### config.mk
export PLATFORM = sky130hd
export DESIGN_NAME = dmem_access_ctrl_flat
export DESIGN_NICKNAME = d
export VERILOG_FILES = /design/src/rtl/dmem_access_ctrl_if.sv /design/src/rtl/dmem_access_ctrl.sv /design/src/flat_wrapper.sv
export SDC_FILE = /design/constraint.sdc
export NUM_CORES = 1
export LEC_CHECK = 0
export ABC_AREA = 1
export BUFFER_PORTS_ARGS = -buffer_cell sky130_fd_sc_hd__buf_2
export CORE_MARGIN = 4
export CORE_UTILIZATION = 46
export DETAILED_ROUTE_END_ITERATION = 16
export MAX_ROUTING_LAYER = met4
export PLACE_DENSITY = 0.81
export SYNTH_ARGS = -nofsm -noshare
export SYNTH_HDL_FRONTEND = slang
export SYNTH_SLANG_ARGS = --single-unit
### constraint.sdc
create_clock -name clk -period 1.4 [get_ports clk]
set_input_delay 0.21 -clock clk [delete_from_list [all_inputs] [get_ports clk]]
set_output_delay 0.21 -clock clk [all_outputs]
set_load 0.1 [all_outputs]
### src/rtl/dmem_access_ctrl_if.sv
// Data-memory request/response bus between the access controller (master)
// and the handshaked data memory (slave).
interface dmem_access_ctrl_if #(
  parameter int ADDR_W = 16,
  parameter int DATA_W = 16
);
  logic              mem_rd;
  logic              mem_wr;
  logic [ADDR_W-1:0] mem_addr;
  logic [DATA_W-1:0] mem_wdata;
  logic [DATA_W-1:0] mem_rdata;
  logic              mem_done;

  modport master (
    output mem_rd, mem_wr, mem_addr, mem_wdata,
    input  mem_rdata, mem_done
  );

  modport slave (
    input  mem_rd, mem_wr, mem_addr, mem_wdata,
    output mem_rdata, mem_done
  );
endinterface

### src/rtl/dmem_access_ctrl.sv
// Data-memory access sequencer for the EX/MEM instruction. It issues a
// single-cycle read or write request, freezes the front pipeline until the
// memory answers (or a timeout aborts the attempt), then releases the
// pipeline for one DONE cycle with the load result available.
module dmem_access_ctrl #(
  parameter int ADDR_W  = 16,
  parameter int DATA_W  = 16,
  parameter int TIMEOUT = 31
) (
  input  logic              clk,
  input  logic              rst,
  input  logic              isMemRead_EX_MEM,
  input  logic              isMemWrite_EX_MEM,
  input  logic              isNotHalt_EX_MEM,
  input  logic [ADDR_W-1:0] ALURes_EX_MEM,
  input  logic [DATA_W-1:0] rdData2_EX_MEM,
  dmem_access_ctrl_if.master mem,
  output logic              pipe_en,
  output logic              mem_bubble,
  output logic [DATA_W-1:0] ld_data,
  output logic              err
);

  // Counter only has to reach TIMEOUT-1 and is cleared on every issue.
  localparam int CNT_W = $clog2(TIMEOUT + 1);

  typedef enum logic [1:0] {
    IDLE = 2'd0,
    WAIT = 2'd1,
    DONE = 2'd2
  } state_t;

  state_t           state_reg;
  logic [CNT_W-1:0] cnt_reg;
  logic             is_rd_reg;
  logic             go;
  logic             conflict;

  // A legal access needs exactly one of read/write and no halt; both set is
  // a malformed instruction that is flagged and let through as a no-op.
  assign go       = isNotHalt_EX_MEM & (isMemRead_EX_MEM ^ isMemWrite_EX_MEM);
  assign conflict = isNotHalt_EX_MEM & isMemRead_EX_MEM & isMemWrite_EX_MEM;

  // Pipeline enable must drop in the issue cycle itself, so it is decoded
  // from the current state and the EX/MEM inputs rather than registered.
  always_comb begin
    pipe_en = 1'b0;
    case (state_reg)
      IDLE:    pipe_en = ~go;
      DONE:    pipe_en = 1'b1;
      default: pipe_en = 1'b0;
    endcase
    mem_bubble = ~pipe_en;
  end

  // Access sequencer: request pulses, latched address/data, wait counter,
  // load capture and sticky error.
  always_ff @(posedge clk) begin
    if (rst) begin
      state_reg      <= IDLE;
      cnt_reg        <= '0;
      is_rd_reg      <= 1'b0;
      mem.mem_rd     <= 1'b0;
      mem.mem_wr     <= 1'b0;
      mem.mem_addr   <= '0;
      mem.mem_wdata  <= '0;
      ld_data        <= '0;
      err            <= 1'b0;
    end else begin
      // Requests are one-cycle pulses; only the issue branch raises them.
      mem.mem_rd <= 1'b0;
      mem.mem_wr <= 1'b0;
      case (state_reg)
        IDLE: begin
          if (go) begin
            mem.mem_rd    <= isMemRead_EX_MEM;
            mem.mem_wr    <= isMemWrite_EX_MEM;
            mem.mem_addr  <= ALURes_EX_MEM;
            mem.mem_wdata <= rdData2_EX_MEM;
            is_rd_reg     <= isMemRead_EX_MEM;
            cnt_reg       <= '0;
            state_reg     <= WAIT;
          end else if (conflict) begin
            err <= 1'b1;
          end
        end
        WAIT: begin
          if (mem.mem_done) begin
            if (is_rd_reg) begin
              ld_data <= mem.mem_rdata;
            end
            state_reg <= DONE;
          end else if (cnt_reg == CNT_W'(TIMEOUT - 1)) begin
            // Abort; IDLE re-evaluates the still-frozen instruction.
            err       <= 1'b1;
            state_reg <= IDLE;
          end else begin
            cnt_reg <= cnt_reg + 1'b1;
          end
        end
        DONE: begin
          state_reg <= IDLE;
        end
        default: begin
          state_reg <= IDLE;
        end
      endcase
    end
  end

endmodule

### src/flat_wrapper.sv
// flat-port wrapper written by rule: the top's interface ports become plain ports
module dmem_access_ctrl_flat 
#(
  parameter int ADDR_W  = 16,
  parameter int DATA_W  = 16,
  parameter int TIMEOUT = 31
)
  (clk, rst, isMemRead_EX_MEM, isMemWrite_EX_MEM, isNotHalt_EX_MEM, ALURes_EX_MEM, rdData2_EX_MEM, pipe_en, mem_bubble, ld_data, err, mem_mem_rd, mem_mem_wr, mem_mem_addr, mem_mem_wdata, mem_mem_rdata, mem_mem_done);
  dmem_access_ctrl_if #(.ADDR_W(ADDR_W), .DATA_W(DATA_W)) mem_i ();
  input  logic clk;
  input  logic rst;
  input  logic isMemRead_EX_MEM;
  input  logic isMemWrite_EX_MEM;
  input  logic isNotHalt_EX_MEM;
  input  logic [ADDR_W-1:0] ALURes_EX_MEM;
  input  logic [DATA_W-1:0] rdData2_EX_MEM;
  output logic pipe_en;
  output logic mem_bubble;
  output logic [DATA_W-1:0] ld_data;
  output logic err;
  output wire logic [$bits(mem_i.mem_rd)-1:0] mem_mem_rd;
  output wire logic [$bits(mem_i.mem_wr)-1:0] mem_mem_wr;
  output wire logic [$bits(mem_i.mem_addr)-1:0] mem_mem_addr;
  output wire logic [$bits(mem_i.mem_wdata)-1:0] mem_mem_wdata;
  input wire logic [$bits(mem_i.mem_rdata)-1:0] mem_mem_rdata;
  input wire logic [$bits(mem_i.mem_done)-1:0] mem_mem_done;
  assign mem_mem_rd = mem_i.mem_rd;
  assign mem_mem_wr = mem_i.mem_wr;
  assign mem_mem_addr = mem_i.mem_addr;
  assign mem_mem_wdata = mem_i.mem_wdata;
  assign mem_i.mem_rdata = mem_mem_rdata;
  assign mem_i.mem_done = mem_mem_done;
  dmem_access_ctrl #(.ADDR_W(ADDR_W), .DATA_W(DATA_W), .TIMEOUT(TIMEOUT)) u_core (.clk(clk), .rst(rst), .isMemRead_EX_MEM(isMemRead_EX_MEM), .isMemWrite_EX_MEM(isMemWrite_EX_MEM), .isNotHalt_EX_MEM(isNotHalt_EX_MEM), .ALURes_EX_MEM(ALURes_EX_MEM), .rdData2_EX_MEM(rdData2_EX_MEM), .mem(mem_i), .pipe_en(pipe_en), .mem_bubble(mem_bubble), .ld_data(ld_data), .err(err));
endmodule
==> summary.md, run 1 <==
| Metric | Value |
|---|---|
| Die X | 79.7 µm |
| Part of the Yosys area used for sequential elements | about half |
| GP Congestion | 0.889 |
| Boundary Pins | 107 |
| Met2 Routed Length | 2990 µm |
| Flip-flop and latch area | 1190 µm² |
| DIE AREA | ~6300 µm² |
| Gr usage total | 20.4% |
| Syn nets | 349 |
| Top sig layer | met4 |
| P_leak | 1.53 nW |
| FF-to-FF path depth | 10 |
| CTS HTree Levels | 3 |
| PwrDens | around 1500 nW/µm² |
| Share of cells above drive strength 1 | between 30% and 40% |
| DRC Markers | 0 |
| Crit-path cells | inv_4 -> a21oi_4 -> inv_2 -> buf_12 |
| Largest regs | u_core.ld_data: 16 flops, u_core.mem.mem_addr: 16 flops, u_core.mem.mem_wdata: 16 flops |
| Worst Skew | 0.0102 ns |
| Cells after Synth | about 290 |
| Routed Antenna Nets | 0 |
| HPWL after DPL | about 4400 µm |
| Vias | roughly 2.4k |
| Critical Path RT | 1.19 ns |
| Synthesized area per cell | 8.07 µm² |
| Die height | 79.7 µm |
| Crit-path max FO | 2 |
| Largest net degree at the start of global routing | 31 |
| Max-Cap Viols | 0 |
| Yosys top cell area share | between 40 and 50% |
| CTS Buf Count | 9 |
| Initial DRC Count | 174 |
| Launch point of the worst reg-to-reg path | u_core.cnt_reg[0]$_SDFFE_PP0P_ |
| Warnings, synthesis | 0 |
| Starting Density | just under 50% |
| Multi-input logic area | about 1000 µm² |
| Reg2reg setup slack | 0.10 ns |
| Synth-to-layout area growth | 36.7% |
| Critical setup path kind | reg -> out |
| Max_slew headroom | between 60% and 70% |
| Filler instances | 389 |
| Slew Viols, Final | 0 |
| WP data arrival | 1.15 ns |
| Antenna cell count | 0 |
| Overflow after GRT | 0 |
| Minimum clock period after layout | 1.36 ns |
| CTS Sinks | around 60 |
| Post-Syn Area | 2360 µm² |
| Fmax achieved | 0.737 GHz |
| Pre-antenna DRT Iters | 4 |
| Final worst slack | 0.0433 ns |
| Worst VDD drop | 0.000941 V |
| Area leader, netlist | dfxtp_1 |
| Unrepaired setup endpoints after global routing | true |
| Slowest cell delay on critical path | 0.37 ns |
| CP Buf/Inv Count | 3 |
| Core area | 4850 µm² |
| Status | complete, no violations |
| Root Driver | clkbuf_8 |
| Synthesis-stage register bit count | ~60 |
| Nets | 458 |
| Commonest cells post-synth | 59 x dfxtp_1, 53 x a21oi_1, 41 x nor2_1 |
| Post-CTS Setup Bufs | 0 |
| Critical path origin | u_core.state_reg[1]$_SDFFE_PP0P_ |
| Ys flop type | dfxtp_1 |
| Fin crit share | 96.9% |
| Met3 WL post-DR | approximately 360 µm |
| Initial antenna violation count | 0 |
| Critical Path End | mem_bubble |
| Dpl ws | 0.0203 ns |
| Delay-heaviest family, CP | flip-flops |
| Clock Tree Buf Depth | 2 |
| Slew @ Worst Pin | 0.504 ns |
| Most common cell in the netlist | dfxtp_1 |
| Vias in the first global route | 2252 |
| Worst min path class | in -> reg |
| # setup viols final | 0 |
| Total Routed Length | between 6000 and 7000 µm |
| Crit path depth | 4 |
| Clock slew at reported path FFs | 0.06 ns |
| FP Rows | 25 |
| Worst setup SP type | register |
| Worst-Skew Late Latency | roughly 0.33 ns |
| Met1 WL | 2620 µm |
| First-pass GRT wire length | 9860 µm |
| Worst hold slack | approximately 0.14 ns |
| Main area contributors after synthesis | dfxtp_1 50%, a21oi_1 11%, nor2_1 6.5%, nand3_1 5.5%, nand2_1 4.8% |
| Post-synth EDFFs | 0 |
| CP max-delay cell | dfxtp_4 |
| Async SR Flop Fraction | 0% |
| Hold Vio Cnt, Final | 0 |
| Crit. End Element | primary output |
| Reg-to-Reg End | u_core.cnt_reg[4]$_SDFFE_PP0P_ |
| Avg WL per Cell | between 10 and 15 µm |
| Via density | 5.02 |
| Yosys cell types | 25 |
| I/O Buffers | 106 |
| CTS tree | yes |
-- layout make-up --
cell class / instances / area share [%]
Sequential cell: 59 / 36.7
Multi-Input combinational cell: 201 / 31.1
Timing Repair Buffer: 118 / 20.5
Clock buffer: 12 / 4.49
Clock inverter: 4 / 3.02
Tap cell: 67 / 2.59
Inverter: 13 / 1.59
-- worst min-delay path, stage by stage --
cell	delay [ns]
buf_2	0.07
o21ai_1	0.06
nor2_1	0.09
-- stage by stage --
stage          area [µm²]  TNS [ns]  instances  total power [mW]  utilization (%)
6_report             3230         0        474              4.89             66.7
5_1_grt              3230   -0.0153        474              5.08             66.7
4_1_cts              3220         0        474              4.92             66.5
3_5_place_dp         2980         0        458              3.05             61.5
3_3_place_gp         2980         0        458              3.04             61.5
2_1_floorplan        2380    -0.608        293              2.81                -
-- cells by family (layout without fill, tap and decap cells) --
family | Yosys count | count (layout) | share of synthesized area (%)
simple gates | 110 | 110 | 21.8
compound gates | 89 | 89 | 19.1
flops | 59 | 59 | 50.0
buf+inv | 33 | 147 | 8.05
fa+ha+maj | 2 | 2 | 1.06
-- cell usage in the layout, fill, tap and decap left out, types with 3 or more instances in the layout --
cell type / count
buf_2: 104
dfxtp_1: 57
a21oi_1: 52
nor2_1: 41
nand2_1: 30
nand3_1: 26
o21ai_0: 19
o21ai_1: 15
buf_4: 11
clkbuf_8: 10
inv_1: 9
bufinv_16: 3
buf_12: 3
-- power by group --
| part | switching, mW | internal, mW | leakage [nW] |
|---|---|---|---|
| Sequential | 0.0608 | 1.77 | 0.484 |
| Combinational | 0.933 | 0.254 | 0.933 |
| Clock | 0.639 | 1.23 | 0.117 |
-- worst min path at each step --
stage,startpoint,to,slack [ns],depth (start not counted)
finish,rdData2_EX_MEM[0],u_core.mem.mem_wdata[0]$_SDFFE_PP0P_,0.14,3
global route,rdData2_EX_MEM[0],u_core.mem.mem_wdata[0]$_SDFFE_PP0P_,0.12,3
CTS,rdData2_EX_MEM[0],u_core.mem.mem_wdata[0]$_SDFFE_PP0P_,0.13,3
detailed placement,u_core.mem.mem_wdata[0]$_SDFFE_PP0P_,u_core.mem.mem_wdata[0]$_SDFFE_PP0P_,0.45,2
global placement,u_core.mem.mem_wdata[9]$_SDFFE_PP0P_,u_core.mem.mem_wdata[9]$_SDFFE_PP0P_,0.44,2
floorplan,rst,u_core.state_reg[1]$_SDFFE_PP0P_,0.29,1
-- timing repair --
item	CTS	global route
resized for setup	2	5
hold buffers	0	0
endpoints found under the setup margin	2	3
pin swaps	1	1
-- layer usage --
metal | vias to the layer above | GRT usage, %
li1 | 1198 | -
met1 | 1087 | 23.2
met2 | 81 | 32.9
met3 | 15 | 4.97
met4 | 0 | 11.5
met5 | - | -
Note: power is estimated with default switching activity, not from simulation.
==> run 2, diff against run 1 <==
==> constraint.sdc (replaced) <==
create_clock -name clk -period 1.4 [get_ports clk]
set_input_delay 0.21 -clock clk [delete_from_list [all_inputs] [get_ports clk]]
set_output_delay 0.21 -clock clk [all_outputs]
set_load 0.02 [all_outputs]
==> summary.md, run 2 (same netlist as run 1, synthesis figures left out) <==
| Metric | Value |
|---|---|
| Int Power | 2.97 mW (-9.0%) |
| Starting Density | 48.7% (unchanged) |
| HPWL after DPL | 4230 µm (-4.1%) |
| Via density | 4.97 (-1.1%) |
| Minimum clock period after layout | 1.29 ns (-0.0626 ns) |
| I/O Buffers | 106 (unchanged) |
| Worst-Skew Late Latency | 0.32 ns (about the same) |
| NetSw | 1.08 mW (-34%) |
| Launch point of the worst reg-to-reg path | u_core.cnt_reg[0]$_SDFFE_PP0P_ |
| Synth-to-layout area growth | 33.3% |
| Worst Skew | 0.00775 ns (-0.00250 ns) |
| Clock slew at reported path FFs | 0.07 ns (about the same) |
| CTS HTree Levels | 3 (unchanged) |
| # setup viols final | 0 (unchanged) |
| DIE AREA | 6350 µm² (unchanged) |
| Most frequent cells in the layout | 106 x buf_2, 57 x dfxtp_1, 52 x a21oi_1 |
| Status | complete, no violations |
| Clk pwr share | 39.6% (+1.3 points) |
| Vias | 2355 (-1.1%) |
| Setup TNS | 0 ns (unchanged) |
| Gr usage total | 20.6% (+0.22 points) |
| Boundary Pins | 107 (unchanged) |
| Slew @ Worst Pin | 0.336 ns (-0.168 ns) |
| Crit-path max FO | 2 (unchanged) |
| Seq pwr share | 45.2% (+7.7 points) |
| Worst setup SP type | register |
| Reg2reg setup slack | 0.15 ns (+0.05 ns) |
| Pre-antenna DRT Iters | 4 (unchanged) |
| Total Power | 4.05 mW (-17%) |
| Nets | 458 (unchanged) |
| FF-to-FF path depth | 10 (unchanged) |
| Vias in the first global route | 2332 (+3.6%) |
| Slew Viols, Final | 0 (unchanged) |
| Overflow after GRT | 0 (unchanged) |
| FP Rows | 25 (unchanged) |
| Fin area | 3150 µm² (-2.5%) |
| Root Driver | clkbuf_8 |
| Antenna cell count | 0 (unchanged) |
| Critical setup path kind | reg -> out |
| Commonest non-fill, non-tap cell in the layout | buf_2 |
| Switch share | 26.8% (-6.6 points) |
| CTS Buf Count | 9 (unchanged) |
| Unrepaired setup endpoints after global routing | false |
| Start point of the worst hold path | rdData2_EX_MEM[11] |
| Max-Cap Viols | 0 (unchanged) |
| Total Routed Length | 6060 µm (-1.5%) |
| Core area | 4850 µm² (unchanged) |
| Fin crit share | 92.4% (-4.5 points) |
| Share of cells above drive strength 1 | 35.9% (-0.49 points) |
| Worst min path class | in -> reg |
| P_leak | 1.51 nW (-1.4%) |
| Die X | 79.7 µm (unchanged) |
| Avg WL per Cell | 12.8 µm (-1.5%) |
| Worst VDD drop | 0.000982 V (+4.3%) |
| PwrDens | 1290 nW/µm² (-15%) |
| Placed Instance Area | 2930 µm² (-1.7%) |
| Power share of the combinational group | 15.3% (-9.0 points) |
| Reg-to-Reg End | u_core.cnt_reg[3]$_SDFFE_PP0P_ |
| GP Congestion | 0.779 (-12%) |
| Largest net degree at the start of global routing | 38 (+23%) |
| Die height | 79.7 µm (unchanged) |
| Final Util | 65.0% (-1.7 points) |
| CTS tree | yes |
| Hold path depth | 3 (unchanged) |
| Clock Tree Buf Depth | 2 (unchanged) |
| Critical Path RT | 1.19 ns (about the same) |
| Hold endpoint | u_core.mem.mem_wdata[11]$_SDFFE_PP0P_ |
| Crit. End Element | primary output |
| Largest regs | u_core.ld_data: 16 flops, u_core.mem.mem_addr: 16 flops, u_core.mem.mem_wdata: 16 flops |
| Hold Vio Cnt, Final | 0 (unchanged) |
| Fmax achieved | 0.773 GHz (+4.8%) |
| Routed Antenna Nets | 0 (unchanged) |
| Hold buffers post-CTS | 0 (unchanged) |
| Initial DRC Count | 138 (-21%) |
| CTS Sinks | 59 (unchanged) |
| WP data arrival | 1.08 ns (-0.07 ns) |
| DRC Markers | 0 (unchanged) |
| Initial antenna violation count | 0 (unchanged) |
| Max_slew headroom | 77.6% (+11 points) |
| First-pass GRT wire length | 10100 µm (+2.1%) |
## run 2: final cells by class
class,count,area [µm²]
inverters,13,48.8
repair buffers,118,621
well taps,67,83.8
multi-input cells,201,1000
flip-flops and latches,59,1180
clock inverters,4,47.5
fillers,421,1700
clock buffers,12,165
## run 2: worst max path at each step
stage	start	endpoint	slack [ns]	depth (start not counted)
5_1_grt	u_core.state_reg[1]$_SDFFE_PP0P_	mem_bubble	0.01	4
2_1_floorplan	isMemRead_EX_MEM	mem_bubble	0.11	6
3_3_place_gp	isMemWrite_EX_MEM	u_core.mem.mem_wdata[13]$_SDFFE_PP0P_	0.13	6
3_5_place_dp	isMemWrite_EX_MEM	u_core.mem.mem_wdata[13]$_SDFFE_PP0P_	0.07	6
4_1_cts	u_core.state_reg[1]$_SDFFE_PP0P_	mem_bubble	0.04	4
6_report	u_core.state_reg[1]$_SDFFE_PP0P_	mem_bubble	0.11	4
## run 2: per-stage QoR
step                      worst slack [ns]  cells  hold WS (ns)
after detailed placement            0.0714    458         0.453
after CTS                           0.0352    474         0.124
final                                0.106    474         0.135
after floorplan                      0.108    293         0.287
after global routing                0.0124    474         0.130
after global placement               0.129    458         0.443
## run 2: power groups by stage
stage / combinational [mW] / sequential (mW) / clock (mW)
after floorplan: 0.297 / 1.96 / 0
after global placement: 0.604 / 1.86 / 0
after detailed placement: 0.616 / 1.86 / 0
after CTS: 0.619 / 1.83 / 1.64
after global routing: 0.685 / 1.84 / 1.71
final: 0.618 / 1.83 / 1.60
## run 2: worst max-delay path: stages (launching register included)
cell     delay [ns]
dfxtp_2        0.35
inv_1          0.08
a21oi_2        0.15
inv_1          0.04
buf_2          0.15
## run 2: metal layers
| layer | vias to the layer above | share of wire (%) | global-route usage (%) |
|---|---|---|---|
| met1 | 1058 | 44 | 24.5 |
| met2 | 92 | 49 | 33.1 |
| met4 | 0 | 0.99 | 7.73 |
| li1 | 1199 | - | - |
| met5 | - | 0 | - |
| met3 | 6 | 6.7 | 5.98 |
## run 2: timing repair
action,4_1_cts,5_1_grt
resized for setup,0,3
buffers inserted,0,0
setup endpoints to repair,0,2
==> run 3, diff against run 2 <==
--- a/config.mk
+++ b/config.mk
@@ -7,11 +7,12 @@
 export LEC_CHECK = 0
 export ABC_AREA = 1
 export BUFFER_PORTS_ARGS = -buffer_cell sky130_fd_sc_hd__buf_2
-export CORE_MARGIN = 4
+export CORE_MARGIN = 1.5
 export CORE_UTILIZATION = 46
 export DETAILED_ROUTE_END_ITERATION = 16
 export MAX_ROUTING_LAYER = met4
 export PLACE_DENSITY = 0.81
+export SETUP_SLACK_MARGIN = 0.5
 export SYNTH_ARGS = -nofsm -noshare
 export SYNTH_HDL_FRONTEND = slang
 export SYNTH_SLANG_ARGS = --single-unit
==> summary.md, run 3 (same netlist as run 1, synthesis figures left out) <==
| Metric | Value |
|---|---|
| Initial antenna violation count | 0 (unchanged) |
| Share of cells above drive strength 1 | 64.7% (+29 points) |
| Gr usage total | 28.7% (+8.1 points) |
| Launch point of the worst reg-to-reg path | u_core.state_reg[1]$_SDFFE_PP0P_ |
| Status | complete, no violations |
| Worst VDD drop | 0.00125 V (+27%) |
| Worst setup SP type | register |
| Worst min path class | in -> reg |
| Routed Antenna Nets | 0 (unchanged) |
| CP most frequent cell | inv_2 |
| Hold endpoint | u_core.ld_data[0]$_SDFFE_PP0P_ |
| Antenna cell count | 0 (unchanged) |
| Worst-Skew Late Latency | 0.34 ns (+0.02 ns) |
| P_leak | 1.81 nW (+20%) |
| I/O Buffers | 106 (unchanged) |
| Crit-path max FO | 2 (unchanged) |
| Avg WL per Cell | 17.4 µm (+36%) |
| Worst hold slack | 0.115 ns (-0.0195 ns) |
| Nets | 487 (+6.3%) |
| Critical setup path kind | reg -> out |
| HPWL after DPL | 4130 µm (-2.5%) |
| Crit path depth | 4 (unchanged) |
| CTS Sinks | 59 (unchanged) |
| Crit. End Element | primary output |
| # setup viols final | 0 (unchanged) |
| Inst Count DP | 456 (-0.44%) |
| CTS HTree Levels | 3 (unchanged) |
| Final Util | 86.4% (+21 points) |
| Boundary Pins | 107 (unchanged) |
| Largest regs | u_core.ld_data: 16 flops, u_core.mem.mem_addr: 16 flops, u_core.mem.mem_wdata: 16 flops |
| Fmax achieved | 0.783 GHz (+1.4%) |
| Slew Viols, Final | 0 (unchanged) |
| Slew @ Worst Pin | 0.336 ns (+0.0000556 ns) |
| Fin crit share | 91.2% (-1.3 points) |
| Clock slew at reported path FFs | 0.07 ns (about the same) |
| CTS tree | yes |
| CP max-delay cell | dfxtp_2 |
| Die height | 74.7 µm (-6.3%) |
| Hold buffers post-CTS | 0 (unchanged) |
| Root Driver | clkbuf_8 |
| Reg2reg setup slack | 0.12 ns (-0.03 ns) |
| Vias | 2722 (+16%) |
| WP data arrival | 1.07 ns (about the same) |
| Total Routed Length | 8710 µm (+44%) |
| FF-to-FF path depth | 8 (-2) |
| Start point of the worst hold path | mem_mem_rdata[0] |
| Hold path depth | 3 (unchanged) |
| Starting Density | 48.7% (unchanged) |
| Max-Cap Viols | 0 (unchanged) |
| CP Buf/Inv Count | 3 (unchanged) |
| Initial DRC Count | 160 (+16%) |
| Synth-to-layout area growth | 77.3% |
| Largest net degree at the start of global routing | 34 (-11%) |
| Unrepaired setup endpoints after global routing | true |
| Vias in the first global route | 2479 (+6.3%) |
| Pre-antenna DRT Iters | 5 (+1) |
| DRC Markers | 0 (unchanged) |
| Slowest cell delay on critical path | 0.34 ns (about the same) |
| FP Rows | 25 (unchanged) |
| Critical Path RT | 1.19 ns (about the same) |
| CTS Buf Count | 9 (unchanged) |
| Most frequent cells in the layout | 57 x buf_6, 54 x dfxtp_2, 52 x buf_2 |
| GP Congestion | 0.741 (-4.9%) |
| Core area | 4850 µm² (unchanged) |
| First-pass GRT wire length | 11500 µm (+14%) |
| Non-Filler Instances | 501 (+5.7%) |
| Worst Skew | 0.0106 ns (+0.00286 ns) |
| DIE AREA | 5580 µm² (-12%) |
| Hold Vio Cnt, Final | 0 (unchanged) |
| PwrDens | 1070 nW/µm² (-17%) |
| Fin area | 4190 µm² (+33%) |
| Setup TNS | 0 ns (unchanged) |
| Die X | 74.7 µm (-6.3%) |
| Placed Instance Area | 3000 µm² (+2.2%) |
| Max_slew headroom | 77.6% (about the same) |
| Overflow after GRT | 0 (unchanged) |
| Delay-heaviest family, CP | flip-flops |
| Crit-path cells | inv_2 -> a21oi_4 -> inv_2 -> buf_6 |
| Minimum clock period after layout | 1.28 ns (-0.0176 ns) |
| Via density | 5.43 (+9.4%) |
| Commonest non-fill, non-tap cell in the layout | buf_6 |
| Reg-to-Reg End | u_core.cnt_reg[4]$_SDFFE_PP0P_ |
| Clock Tree Buf Depth | 2 (unchanged) |
## run 3: worst max path at each step
stage | from | slack (ns) | to
after floorplan | u_core.state_reg[0]$_SDFFE_PP0P_ | 0.28 | u_core.mem.mem_wdata[0]$_SDFFE_PP0P_
after global placement | isMemRead_EX_MEM | 0.14 | pipe_en
after detailed placement | isNotHalt_EX_MEM | 0.13 | u_core.mem.mem_wdata[1]$_SDFFE_PP0P_
after CTS | u_core.state_reg[1]$_SDFFE_PP0P_ | 0.15 | mem_bubble
after global routing | u_core.cnt_reg[1]$_SDFFE_PP0P_ | 0.07 | u_core.cnt_reg[3]$_SDFFE_PP0P_
final | u_core.state_reg[1]$_SDFFE_PP0P_ | 0.12 | mem_bubble
## run 3: worst reg2reg max path, cell delays in order, from the launching register on
cell and delay [ns]:
dfxtp_2 0.33, buf_4 0.14, nor2_4 0.13, nand3_4 0.13
buf_12 0.18, nand2_4 0.10, nand2_1 0.06, nand2_1 0.06
nor2_1 0.04
## run 3: what timing repair did
action	4_1_cts	5_1_grt
buffers inserted	12	15
pin swaps	20	6
gates resized for setup	197	38
gates cloned	2	2
endpoints found under the setup margin	111	111
## run 3: per-stage QoR
step                power (mW)  setup slack, ns
finish                    4.49            0.124
global route              4.63           0.0683
CTS                       4.31            0.147
detailed placement        2.51            0.126
global placement          2.50            0.142
floorplan                 2.28            0.280
## run 3: area by class of cell
cell class	instances	area, µm²
repair buffers	146	1320
clock buffers	12	165
inverters	13	78.8
flip-flops and latches	59	1260
well taps	67	83.8
fillers	213	658
clock inverters	2	35.0
multi-input cells	202	1250
## run 3: per-layer routing
| metal | part of all wire, % | vias to the layer above | track usage, % |
|---|---|---|---|
| met5 | 0 | - | - |
| met4 | 2.5 | 0 | 9.29 |
| met3 | 8.3 | 27 | 8.97 |
| met2 | 52 | 168 | 49.2 |
| met1 | 38 | 1265 | 31.8 |
| li1 | - | 1262 | - |
## run 3: where the power goes
| group | leakage [nW] | total [mW] | switching [mW] | internal, mW |
|---|---|---|---|---|
| Clock | 0.104 | 1.60 | 0.657 | 0.945 |
| Sequential | 0.506 | 1.88 | 0.0907 | 1.79 |
| Combinational | 1.20 | 1.00 | 0.521 | 0.484 |
| Total | 1.81 | 4.49 | 1.27 | 3.22 |
